## config.mk

```make
export PLATFORM = sky130hd
export DESIGN_NAME = idc_mod2_tx
export DESIGN_NICKNAME = d
export VERILOG_FILES = /design/src/rtl/idc_mod2_tx.sv
export SDC_FILE = /design/constraint.sdc
export NUM_CORES = 1
export LEC_CHECK = 0
export ABC_AREA = 1
export ABC_CLOCK_PERIOD_IN_PS = 6450
export CORE_AREA = 2 2 114 116
export DETAILED_ROUTE_END_ITERATION = 7
export DIE_AREA = 0 0 116 118
export PLACE_DENSITY = 0.85
export SYNTH_ARGS = -nofsm -noshare
export SYNTH_HDL_FRONTEND = slang
export SYNTH_SLANG_ARGS = --single-unit
```

## constraint.sdc

```tcl
create_clock -name clk_state -period 6.45 [get_ports clk_state]
set_clock_uncertainty 0.2 [all_clocks]
set_input_delay 1.29 -clock clk_state [delete_from_list [all_inputs] [get_ports clk_state]]
set_output_delay 1.29 -clock clk_state [all_outputs]
set_load 0.1 [all_outputs]
```

## src/rtl/idc_mod2_tx.sv

```systemverilog
// Second-order incremental delta-sigma modulator producing 2*M-1 bits per conversion.
// Optional integrator saturation with sticky overflow flag: define IDC_MOD_SAT_EN.
module idc_mod2_tx #(
  parameter int unsigned W  = 16,
  parameter int unsigned IW = W + 4
) (
  input  logic                clk_state,
  input  logic                rstb_raw,
  input  logic                start,
  input  logic signed [W-1:0] x_in,
  input  logic [9:0]          M_in,
  output logic                ready,
  output logic                busy,
  output logic                filt_rst,
  output logic                d_out,
  output logic                bit_valid,
  output logic                done,
  output logic                ovf
);

  localparam logic [1:0] StIdle = 2'd0;
  localparam logic [1:0] StClr  = 2'd1;
  localparam logic [1:0] StRun  = 2'd2;
  localparam logic [1:0] StDone = 2'd3;

  localparam logic signed [IW-1:0] LpFs = {{(IW-W){1'b0}}, 1'b1, {(W-1){1'b0}}};

  logic [1:0]           r_state, w_state_nxt;
  logic signed [W-1:0]  r_x;
  logic [9:0]           r_m, r_cnt, w_m_eff;
  logic signed [IW-1:0] r_u1, r_u2;
  logic signed [IW-1:0] w_u1_op, w_u2_op, w_x_ext, w_fb, w_e, w_u1_nxt, w_u2_nxt;
  logic                 r_d, r_bv, w_v, w_last, w_step;
  logic [10:0]          w_last_idx;

  always_comb begin
    if (M_in == 10'd0)        w_m_eff = 10'd1;
    else if (M_in > 10'd512)  w_m_eff = 10'd512;
    else                      w_m_eff = M_in;
  end

  assign w_last_idx = {r_m, 1'b0} - 11'd2;
  assign w_last     = ({1'b0, r_cnt} == w_last_idx);

  // The CLR->RUN edge emits bit 0 from cleared integrators; later RUN edges emit the rest.
  assign w_step  = (r_state == StClr) || ((r_state == StRun) && !w_last);
  assign w_u1_op = (r_state == StClr) ? '0 : r_u1;
  assign w_u2_op = (r_state == StClr) ? '0 : r_u2;
  assign w_x_ext = {{(IW-W){r_x[W-1]}}, r_x};
  assign w_v     = ~w_u2_op[IW-1];
  assign w_fb    = w_v ? LpFs : -LpFs;
  assign w_e     = w_x_ext - w_fb;

`ifdef IDC_MOD_SAT_EN
  localparam logic signed [IW+1:0] LpMax = {3'b000, {(IW-1){1'b1}}};
  localparam logic signed [IW+1:0] LpMin = -LpMax;

  logic signed [IW+1:0] w_u1_sum, w_u2_sum;
  logic                 w_clamp1, w_clamp2, r_ovf;

  always_comb begin
    w_clamp1 = 1'b0;
    w_clamp2 = 1'b0;
    w_u1_sum = {{2{w_u1_op[IW-1]}}, w_u1_op} + {{2{w_e[IW-1]}}, w_e};
    if (w_u1_sum > LpMax) begin
      w_u1_nxt = LpMax[IW-1:0];
      w_clamp1 = 1'b1;
    end else if (w_u1_sum < LpMin) begin
      w_u1_nxt = LpMin[IW-1:0];
      w_clamp1 = 1'b1;
    end else begin
      w_u1_nxt = w_u1_sum[IW-1:0];
    end
    w_u2_sum = {{2{w_u2_op[IW-1]}}, w_u2_op} + {{2{w_u1_nxt[IW-1]}}, w_u1_nxt}
             - {{2{w_fb[IW-1]}}, w_fb};
    if (w_u2_sum > LpMax) begin
      w_u2_nxt = LpMax[IW-1:0];
      w_clamp2 = 1'b1;
    end else if (w_u2_sum < LpMin) begin
      w_u2_nxt = LpMin[IW-1:0];
      w_clamp2 = 1'b1;
    end else begin
      w_u2_nxt = w_u2_sum[IW-1:0];
    end
  end

  always_ff @(posedge clk_state or negedge rstb_raw) begin
    if (!rstb_raw) begin
      r_ovf <= 1'b0;
    end else if (r_state == StClr) begin
      r_ovf <= 1'b0;
    end else if (w_step && (w_clamp1 || w_clamp2)) begin
      r_ovf <= 1'b1;
    end
  end

  assign ovf = r_ovf;
`else
  always_comb begin
    w_u1_nxt = w_u1_op + w_e;
    w_u2_nxt = w_u2_op + w_u1_nxt - w_fb;
  end

  assign ovf = 1'b0;
`endif

  always_comb begin
    w_state_nxt = r_state;
    case (r_state)
      StIdle:  if (start) w_state_nxt = StClr;
      StClr:   w_state_nxt = StRun;
      StRun:   if (w_last) w_state_nxt = StDone;
      StDone:  w_state_nxt = StIdle;
      default: w_state_nxt = StIdle;
    endcase
  end

  always_ff @(posedge clk_state or negedge rstb_raw) begin
    if (!rstb_raw) begin
      r_state <= StIdle;
      r_x     <= '0;
      r_m     <= 10'd1;
      r_cnt   <= '0;
      r_u1    <= '0;
      r_u2    <= '0;
      r_d     <= 1'b0;
      r_bv    <= 1'b0;
    end else begin
      r_state <= w_state_nxt;
      if ((r_state == StIdle) && start) begin
        r_x <= x_in;
        r_m <= w_m_eff;
      end
      if (w_step) begin
        r_u1  <= w_u1_nxt;
        r_u2  <= w_u2_nxt;
        r_d   <= w_v;
        r_bv  <= 1'b1;
        r_cnt <= (r_state == StClr) ? 10'd0 : r_cnt + 10'd1;
      end else if (r_state == StRun) begin
        r_bv <= 1'b0;
      end
    end
  end

  assign ready     = (r_state == StIdle);
  assign busy      = (r_state == StClr) || (r_state == StRun);
  assign filt_rst  = (r_state == StIdle) || (r_state == StClr);
  assign done      = (r_state == StDone);
  assign d_out     = r_d;
  assign bit_valid = r_bv;

endmodule
```

* Word level (Yosys, flattened, before mapping)
Index checks and enable logic that the tools add are counted.
** Word-level totals
- Register bits after elaboration :: 80
- Input port bits :: 29
- Output and inout port bits :: 7
- Word-level logic and storage cells :: 43
** Cells by class
- Add/subtract/negate cells :: 6
- Order comparisons :: 1
- Equal/unequal tests :: 6
- Multiplexer cells :: 11
- Bitwise operators :: 1
- Reduce and logical (&&, ||, !) cells :: 10
** Operators by type and width (number)
- $mux 20 :: 3
- $add 20x20->20 :: 2
- $mux 10 :: 3
- $sub 16x20->20 :: 1
- $sub 20x20->20 :: 1
- $eq 10x11->1 :: 1
- $sub 11x2->11 const B :: 1
- $add 10x1->10 const B :: 1
- $gt 10x10->1 const B :: 1
- $logic_not 10->1 :: 1
- $pmux 2 s4 :: 1
- $eq 2x2->1 const B :: 2
- $mux 2 :: 2
- $ne 2x2->1 const B :: 2
- $logic_or 1x1->1 :: 3
- $eq 2x1->1 const B :: 1
- $logic_and 1x1->1 :: 2
- $logic_not 2->1 :: 1
- $mux 1 :: 2
- $reduce_and 2->1 :: 1
- $reduce_bool 2->1 :: 1
- $logic_not 1->1 :: 1
- $not 1->1 :: 1

* Longest topological paths before layout
Gate-level depths: netlist of run 1.
- Depth after elaboration :: 7
- Gate-level depth with buffers :: 31
- Gate-level depth less buffers :: 29

* Worst setup path before layout of run 1
Ideal clock, no wire load.
- Path type :: register to register
- Start point :: register r_state[1]
- End point :: register r_u2[17]
- Setup time :: 0.117 ns
- Arrival :: 4.581 ns
- Required time :: 6.133 ns
- Path slack :: 1.552 ns
- Stages on the path, launching flop included :: 26
- Buffers on the path :: 2
- Period minus slack after synthesis :: 4.898 ns
- Path through :: dfrtp_1 inv_1 ha_1 inv_2 buf_1 buf_1 nand2_1 ha_1 inv_1 ha_1 a21oi_1 o21ai_0 nor2_1 o21ai_0 nand3_1 nand3_1 nand2_1 fa_1 ha_1 a21o_1 o21bai_1 a21oi_1 nand3_1 xor2_1 nand2_1 nand2_1
** Between the ends
- Cells in the longest elaborated chain, start to end :: 7
- Elaborated cells between the ends (all ways) :: 11
- Those cells by class :: 4 x add/sub; 2 x eq/ne; 3 x mux; 2 x reduce/logical
** Ends and longest elaborated chain
- start: declaration :: RTL line 28 : logic [1:0] r_state, w_state_nxt;
- start signal: assignment :: RTL line 120 : r_state <= StIdle;
- start signal: assignment :: RTL line 129 : r_state <= w_state_nxt;
- $eq 2x1->1 * :: RTL line 47, 48
- $mux 20 :: RTL line 48 : assign w_u2_op = (r_state == StClr) ? '0 : r_u2;
- $mux 20 :: RTL line 51 : assign w_fb = w_v ? LpFs : -LpFs;
- $sub 16x20->20 :: RTL line 52 : assign w_e = w_x_ext - w_fb;
- $add 20x20->20 * :: RTL line 100 : w_u1_nxt = w_u1_op + w_e;
- named net w_u1_nxt[16] :: RTL line 32 : logic signed [IW-1:0] w_u1_op, w_u2_op, w_x_ext, w_fb, w_e, w_u1_nxt, w_u2_nxt;
- $add 20x20->20 * :: RTL line 101 : w_u2_nxt = w_u2_op + w_u1_nxt - w_fb;
- $sub 20x20->20 * :: RTL line 101
- end signal: assignment :: RTL line 136 : r_u2 <= w_u2_nxt;
- end: declaration :: RTL line 31 : logic signed [IW-1:0] r_u1, r_u2;
The timed path passes the listed nets; every way through them passes the cells marked *.
A chain may end at the register's enable or synchronous reset.

* Worst setup path after layout of run 1
- Start point :: register r_state[1]
- End point :: register r_u2[19]
The elaborated chain is that of the path after synthesis.

==> impl_metrics.ini, run 1 <==
[critical_path]
cp.required_ns = 6.49
cp-start-kind = flop
slowest_delay_ns = 0.49
r2r_start = r_state[1]$_DFFE_PN0P_
crit_top_cell = nand3_1
crit_arrival_ns = 5.43
crit_path_top_delay_cell = fa_1
crit_type = flop to flop
crit_family = adder cells
cp-end-kind = flop
critical_path_buf_inv_count = 5
critPathLaunch = r_state[1]$_DFFE_PN0P_
crit_path_max_fanout = 47

[clocking]
clkTransAtPathRegs_ns = 0.06
ctsResizeCount = 0
post_cts_buffers = 0
cts_inserted_buffers = 9
ctsHoldBuffers = 0
cts.htree.levels = 3
cts_root_buf = clkbuf_16
clk_latency_ns = 0.35
clockBufferDepth = 2
cts_tree = done
clock-sinks = 80

[floorplanning]
num_rows = 41
die_h_um = 118
die_area_mm2 = 0.0137
fp.dieW_um = 116
io_pins = 36
placeableCoreArea_mm2 = 0.0124
start_util = 0.544

[synthesis]
yosysTopAreaCell = dfrtp_1
synthTopCellsByArea = dfrtp_1 29%, nand2_1 16%, ha_1 14%, inv_1 9.1%, nand3_1 7.3%
synth_area_mm2 = 0.00675
synth_seq_cells = 80
synth_top_area_frac = 0.293
ys_seq_area_frac = 0.297
ys_types = 36
synth_nets = 1088
yosys_warnings = 0
avgSynthCellArea_um2 = 6.90
synth_cells = 978

[placed_design]
dp_hpwl_um = 11000
numPortBuffers = 34
gp_congestion = 0.920

[drt]
ant_nets = 0
drt_iter0_markers = 507
wl_per_cell_um = 13.0
routed_wl_um = 15300
routed_via_density = 5.23
drt_pass1_iterations = 5
remaining_drc_errors = 0
vias = 6158

[pwr]
vdd_drop_max_v = 0.000120
p_leak_uw = 0.00403
powerDensity_mw_per_mm2 = 142

[grt]
grt_use_total = 0.240
grt_max_degree = 81
grt_pass1_vias = 5855
antenna_found_initial = 0
grt_overflow = 0
grt_pass1_wl_um = 26700

[final_layout]
area_growth_pct = 11.2
antennaDiodeCount = 0
drive_gt1_frac = 0.0298
filler_cell_count = 1093
final_nets = 1111

[timing]
hold_ws_ns = 0.310
fin_tns_setup_ns = 0
worstMarginPinSlew_ns = 1.01
relSlewSlack = 0.325
setup_viol = 0
rsz0062_at_grt = no
finalCritPeriodShare = 0.835
slew_viol_final = 0
max_freq_mhz = 186
final_hold_viol_count = 0
min_period_ns = 5.39

[worst_hold_path]
hold_path.class = flop to flop
min_from = r_u1[11]$_DFFE_PN0P_

[status]
status = finished clean

[job]
maxCapViolCount = 0
==> registers in the layout, indices dropped and copies added (netlist names) <==
name and count:
bit_valid 1, d_out 1, r_cnt 10, r_m 10, r_state 2, r_u1 20
r_u2 20, r_x 16
==> cells in the mapped netlist <==
cell type,count
a211oi_1,1
o21ai_0,39
nor4_1,2
ha_1,75
inv_2,2
clkinv_1,1
buf_4,2
nand3b_1,4
clkbuf_2,1
a21oi_1,40
nor2_1,66
nand3_1,98
or2_2,5
nand2_4,1
nand2_1,280
o21ai_1,11
a31oi_1,3
o21ai_4,1
fa_1,6
nor3_1,8
and3_1,1
a21boi_0,2
clkbuf_1,8
nand4_1,11
buf_2,7
o21bai_1,5
inv_1,163
dfstp_2,1
buf_1,5
and2_1,2
conb_1,1
a21o_1,5
xnor2_1,9
xor2_1,31
buf_6,2
dfrtp_1,79
==> cell type report <==
cell class,instances,area (µm²),share of cell area
tap,172,215,0.0287
inverter,166,623,0.0830
clock buffer,11,253,0.0337
sequential,80,2000,0.267
clock inverter,5,55.1,0.00733
timing repair buffer,37,360,0.0480
multi-input combinational,707,4000,0.532
==> cells by family after synthesis <==
logic type,count (synthesis),synth area share
XOR/XNOR,40,0.0519
AND/OR/NAND/NOR,478,0.297
buffers and inverters,191,0.111
other,1,0.000556
adder cells (fa/ha/maj),81,0.157
flip-flops,80,0.297
AO/OA/AOI/OAI,107,0.0864
==> power by group <==
part	switching [µW]	internal, µW	leakage, µW	total, µW
registers	0	502	0.000865	502
clock network	214	319	0.000148	533
logic	16.2	15.0	0.00301	31.2
==> worst min-delay path, cell delays in order, from the launching register on <==
cell and delay (ns):
dfrtp_1 0.34, nand3_1 0.08, nand2_1 0.06
==> cell usage in the layout (no fill, tap or decap), drive strengths merged, types with 3 or more instances in the layout <==
cell type	count
nand2	281
inv	165
nand3	98
dfrtp	79
ha	75
nor2	66
o21ai	51
a21oi	40
clkdlybuf4s50	33
xor2	31
nand4	11
clkbuf	11
xnor2	9
nor3	8
fa	6
a21o	5
o21bai	5
or2	5
nand3b	4
buf	4
a31oi	3
clkinv	3
==> final timing paths <==
kind | to | slack [ns] | cells past startpoint
worst min register to register | r_u1[11]$_DFFE_PN0P_ | 0.31 | 2
worst max register to register | r_u2[19]$_DFFE_PN0P_ | 1.06 | 26
worst min-delay path | r_u1[11]$_DFFE_PN0P_ | 0.31 | 2
min in group asynchronous | r_x[6]$_DFFE_PN0P_ | 0.91 | 1
worst max-delay path | r_u2[19]$_DFFE_PN0P_ | 1.06 | 26
max in group asynchronous | d_out$_DFFE_PN0P_ | 4.49 | 1
==> metal layers <==
layer,GRT usage,wire length [µm]
met3,0.0417,935
met1,0.327,7190
met5,0,0
met2,0.385,6970
met4,0.0766,217
==> through the flow <==
step	setup slack [ns]	util	power, µW	cell area, µm²	std cells
2_1_floorplan	1.55	-	515	6750	978
3_3_place_gp	1.26	0.580	543	7200	1162
3_5_place_dp	1.14	0.580	543	7200	1162
4_1_cts	1.11	0.605	1080	7510	1178
5_1_grt	0.442	0.605	1100	7510	1178
6_report	1.06	0.605	1070	7510	1178
(Power assumes the default switching activity.)
==> run 2: changes to the inputs <==
--- a/config.mk
+++ b/config.mk
@@ -6,7 +6,7 @@
 export NUM_CORES = 1
 export LEC_CHECK = 0
 export ABC_AREA = 1
-export ABC_CLOCK_PERIOD_IN_PS = 6450
+export ABC_CLOCK_PERIOD_IN_PS = 5000
 export CORE_AREA = 2 2 114 116
 export DETAILED_ROUTE_END_ITERATION = 7
 export DIE_AREA = 0 0 116 118
==> constraint.sdc (replaced) <==
create_clock -name clk_state -period 5 [get_ports clk_state]
set_clock_uncertainty 0.2 [all_clocks]
set_input_delay 1 -clock clk_state [delete_from_list [all_inputs] [get_ports clk_state]]
set_output_delay 1 -clock clk_state [all_outputs]
set_load 0.1 [all_outputs]
==> run 2 against run 1 <==
Against the previous run:
- maximum frequency rose by 14%
- first-iteration DRC count fell by 21%
- clock-buffer cell count fell by 1
- register-to-register slack got worse by 0.79 ns
- die area did not move
- critical path depth rose by 2
- sequential power rose by 29%
- largest power group unchanged
==> impl_metrics.ini, run 2 (synthesis results as in run 1) <==
[placed_design]
gp_congestion = 0.983
pre_cts_ws_ns = 0.124
numPortBuffers = 34
dp_hpwl_um = 11400

[floorplanning]
die_area_mm2 = 0.0137
fp.dieW_um = 116
io_pins = 36
start_util = 0.544
placeableCoreArea_mm2 = 0.0124
num_rows = 41
die_h_um = 118

[drt]
wl_per_cell_um = 13.5
drt_pass1_iterations = 7
drt_iter0_markers = 401
remaining_drc_errors = 0
vias = 6319
routed_via_density = 5.31
ant_nets = 0
routed_wl_um = 16100

[clocking]
clockBufferDepth = 2
cts.htree.levels = 3
clk_latency_ns = 0.35
ctsHoldBuffers = 0
cts_root_buf = clkbuf_16
cts_tree = done
cts_inserted_buffers = 9
clkTransAtPathRegs_ns = 0.06
clock-sinks = 80

[grt]
antenna_found_initial = 0
grt_pass1_vias = 5836
grt_use_total = 0.238
grt_pass1_wl_um = 26200
grt_overflow = 0
grt_max_degree = 81

[critical_path]
r2r_start = r_state[0]$_DFFE_PN0P_
critical_path_buf_inv_count = 8
slowest_delay_ns = 0.40
crit_type = flop to flop
r2r_setup_slack_ns = 0.27
cp-start-kind = flop
r2r_end = r_u2[19]$_DFFE_PN0P_
crit_path_top_delay_cell = dfrtp_1
crit_path_max_fanout = 12
cp-end-kind = flop
rr_worst_depth = 28
crit_top_cell = nand2_1
crit_arrival_ns = 4.77
crit_family = adder cells
cp.required_ns = 5.04

[job]
maxCapViolCount = 0

[pwr]
powerDensity_mw_per_mm2 = 177
p_leak_uw = 0.00408
finalPower_uw = 1360
vdd_drop_max_v = 0.000153

[final_layout]
utilization = 0.619
final_nets = 1122
area_growth_pct = 13.8
final_common_cell = nand2_1
reg_top3 = r_u1 (20), r_u2 (20), r_x (16)
drive_gt1_frac = 0.0560
final_cell_mix = 279 x nand2_1, 163 x inv_1, 98 x nand3_1
antennaDiodeCount = 0

[worst_hold_path]
hold_path.class = flop to flop
holdPathStages = 2
min_from = r_u2[3]$_DFFE_PN0P_
holdPathEnd = r_u2[3]$_DFFE_PN0P_

[timing]
relSlewSlack = 0.318
setup_viol = 0
min_period_ns = 4.73
worstMarginPinSlew_ns = 1.02
layout_setup_ws_ns = 0.272
hold_ws_ns = 0.306
final_hold_viol_count = 0
max_freq_mhz = 212
fin_tns_setup_ns = 0
finalCritPeriodShare = 0.946
slew_viol_final = 0

[status]
status = finished clean
-- run 2: cell types whose count changed in the layout (fill, tap and decap cells not counted), sizes merged --
cell and delta:
buf +12, clkbuf -1, clkdlybuf4s50 -1, clkinv -1, inv +2
-- run 2: cell type report --
class / instances / area (µm²)
clock buffers: 10 / 229
clock inverters: 6 / 67.6
fillers: 1116 / 4740
inverters: 166 / 626
multi-input cells: 707 / 4090
flip-flops and latches: 80 / 2000
well taps: 172 / 215
repair buffers: 48 / 453
-- run 2: metrics by stage --
| step | instances | area [µm²] |
|---|---|---|
| 6_report | 1189 | 7680 |
| 3_5_place_dp | 1170 | 7270 |
| 5_1_grt | 1189 | 7680 |
| 2_1_floorplan | 978 | 6750 |
| 4_1_cts | 1186 | 7570 |
| 3_3_place_gp | 1170 | 7270 |
-- run 2: layer usage --
layer  vias up  global-route usage  part of all wire
li1       3155                   -                 -
met1      2927               0.315              0.45
met2       209               0.387              0.46
met3        28              0.0546             0.072
met4         0              0.0685             0.019
met5         -                   0                 0
-- run 2: worst max-delay path by stage --
stage,start,end,slack [ns],depth (start not counted)
6_report,r_state[0]$_DFFE_PN0P_,r_u2[19]$_DFFE_PN0P_,0.27,28
5_1_grt,r_state[0]$_DFFE_PN0P_,r_u2[17]$_DFFE_PN0P_,-0.01,26
4_1_cts,r_state[1]$_DFFE_PN0P_,r_u2[19]$_DFFE_PN0P_,0.08,27
3_5_place_dp,r_state[1]$_DFFE_PN0P_,r_u2[19]$_DFFE_PN0P_,0.12,27
3_3_place_gp,r_state[1]$_DFFE_PN0P_,r_u2[19]$_DFFE_PN0P_,0.21,26
2_1_floorplan,r_state[1]$_DFFE_PN0P_,r_u2[17]$_DFFE_PN0P_,0.10,25
-- run 2: worst reg2reg max path: cells and delay by family, from the launching register on --
family / cells / cell delay (ns)
simple gates: 11 / 0.95
xor+xnor: 1 / 0.38
flops: 1 / 0.40
fa+ha+maj: 5 / 1.50
compound gates: 3 / 0.41
buf+inv: 8 / 0.79
-- run 2: power breakdown --
| group | leakage (µW) | switching [µW] | internal, µW | total, µW |
|---|---|---|---|---|
| clock network | 0.000139 | 284 | 389 | 673 |
| registers | 0.000865 | 0 | 647 | 647 |
| logic | 0.00308 | 20.8 | 19.3 | 40.2 |
| total | 0.00408 | 305 | 1060 | 1360 |
-- run 2: what timing repair did --
item,4_1_cts,5_1_grt
setup buffers,0,3
resized for setup,0,21
endpoints found under the setup margin,0,10
==> run 3: changes to the inputs <==
--- a/config.mk
+++ b/config.mk
@@ -6,7 +6,7 @@
 export NUM_CORES = 1
 export LEC_CHECK = 0
 export ABC_AREA = 1
-export ABC_CLOCK_PERIOD_IN_PS = 5000
+export ABC_CLOCK_PERIOD_IN_PS = 4400
 export CORE_AREA = 2 2 114 116
 export DETAILED_ROUTE_END_ITERATION = 7
 export DIE_AREA = 0 0 116 118
==> constraint.sdc (replaced) <==
create_clock -name clk_state -period 4.4 [get_ports clk_state]
set_clock_uncertainty 0.2 [all_clocks]
set_input_delay 0.88 -clock clk_state [delete_from_list [all_inputs] [get_ports clk_state]]
set_output_delay 0.88 -clock clk_state [all_outputs]
set_load 0.1 [all_outputs]
==> run 3 against run 2 <==
Against the previous run:
- the run now ends with setup timing left
- sequential share of layout area fell by 4.3 points
- global-route usage rose by 3.5 points
- worst setup slack got worse by 0.49 ns
- clock-buffer cell count increased by 3
==> impl_metrics.ini, run 3 (synthesis results as in run 1) <==
[status]
status = complete, but fails checks
violations = setup timing

[timing]
max_freq_mhz = 216
min_period_ns = 4.62
finalCritPeriodShare = 1.05
relSlewSlack = 0.241
fin_tns_setup_ns = -0.936
setup_viol = 8
layout_setup_ws_ns = -0.221
slew_viol_final = 0
worstMarginPinSlew_ns = 1.13
final_hold_viol_count = 0
rsz0062_at_grt = yes

[clocking]
ctsHoldBuffers = 0
clkTransAtPathRegs_ns = 0.06
clk_latency_ns = 0.36
clock-sinks = 80
cts_inserted_buffers = 9
cts_tree = done
clockBufferDepth = 2
cts.htree.levels = 3
cts_root_buf = clkbuf_16

[critical_path]
cp.depth = 26
cp-endpoint = r_u2[19]$_DFFE_PN0P_
cp-start-kind = flop
crit_path_top_delay_cell = fa_1
crit_path_max_fanout = 6
r2r_end = r_u2[19]$_DFFE_PN0P_
slowest_delay_ns = 0.51
critical_path_buf_inv_count = 7
cp.required_ns = 4.49
crit_family = adder cells
crit_type = flop to flop
r2r_start = r_state[0]$_DFFE_PN0P_
critPathLaunch = r_state[0]$_DFFE_PN0P_
r2r_setup_slack_ns = -0.22
crit_arrival_ns = 4.71
cp-end-kind = flop
rr_worst_depth = 26

[pwr]
p_leak_uw = 0.00456
vdd_drop_max_v = 0.000168
powerDensity_mw_per_mm2 = 169

[worst_hold_path]
min_from = d_out$_DFFE_PN0P_
hold_path.class = flop to flop

[drt]
remaining_drc_errors = 0
wl_per_cell_um = 19.1
drt_iter0_markers = 816
vias = 7563
ant_nets = 0
drt_pass1_iterations = 5
routed_via_density = 5.96
routed_wl_um = 24200

[floorplanning]
fp.dieW_um = 116
die_area_mm2 = 0.0137
start_util = 0.544
placeableCoreArea_mm2 = 0.0124
die_h_um = 118
num_rows = 41
io_pins = 36

[placed_design]
numPortBuffers = 34
dpl_cell_area_mm2 = 0.00784
dp_hpwl_um = 12300
gp_congestion = 1.01
pre_cts_ws_ns = -0.177

[final_layout]
final_common_cell = nand2_1
stdcell_area_mm2 = 0.00918
area_growth_pct = 36.0
final_nets = 1203
drive_gt1_frac = 0.248
reg_top3 = r_u1 (20), r_u2 (20), r_x (16)
antennaDiodeCount = 0
utilization = 0.740
final_cell_mix = 247 x nand2_1, 144 x inv_1, 89 x nand3_1, 89 x buf_4, 79 x dfrtp_1

[job]
maxCapViolCount = 0

[grt]
grt_pass1_wl_um = 30000
grt_overflow = 0
antenna_found_initial = 0
grt_use_total = 0.273
grt_pass1_vias = 6601
grt_max_degree = 81
run 3: tightest hold or removal path: cells and delay by family (launching register included):
kind | cells | cell delay [ns]
flops | 1 | 0.35
simple gates | 2 | 0.13
run 3: routing by layer:
| layer | global-route usage | vias to the layer above | part of all wire |
|---|---|---|---|
| met4 | 0.112 | 0 | 0.062 |
| li1 | - | 3322 | - |
| met3 | 0.0469 | 152 | 0.097 |
| met1 | 0.348 | 3536 | 0.37 |
| met2 | 0.453 | 553 | 0.47 |
| met5 | 0 | - | 0 |
run 3: area by class of cell:
cell class,count,area [µm²]
well taps,172,215
multi-input cells,707,4940
clock inverters,3,43.8
clock buffers,13,250
inverters,166,628
fillers,727,3230
repair buffers,129,1100
flip-flops and latches,80,2000
run 3: power breakdown:
group	total [µW]	switching, µW	internal, µW	leakage (µW)
combinational	46.9	24.9	22.0	0.00355
sequential	736	0	736	0.000865
clock	773	317	456	0.000144
run 3: repair_timing:
item	in CTS	in global routing
cloned	0	1
setup buffers	3	8
setup endpoints to repair	13	14
resized for setup	43	154
pin swaps	10	73
run 3: how the worst min path moves through the flow:
stage,endpoint,cells past startpoint
after CTS,r_u1[13]$_DFFE_PN0P_,2
after floorplan,r_x[0]$_DFFE_PN0P_,2
after global routing,r_u2[9]$_DFFE_PN0P_,2
final,d_out$_DFFE_PN0P_,2
after global placement,r_u1[13]$_DFFE_PN0P_,2
after detailed placement,r_u1[13]$_DFFE_PN0P_,2
run 3: per-stage QoR:
stage	power (µW)	std cells	hold slack [ns]
after floorplan	755	978	0.255
after global placement	796	1242	0.294
after detailed placement	796	1242	0.294
after CTS	1550	1261	0.309
after global routing	1590	1270	0.331
final	1560	1270	0.312
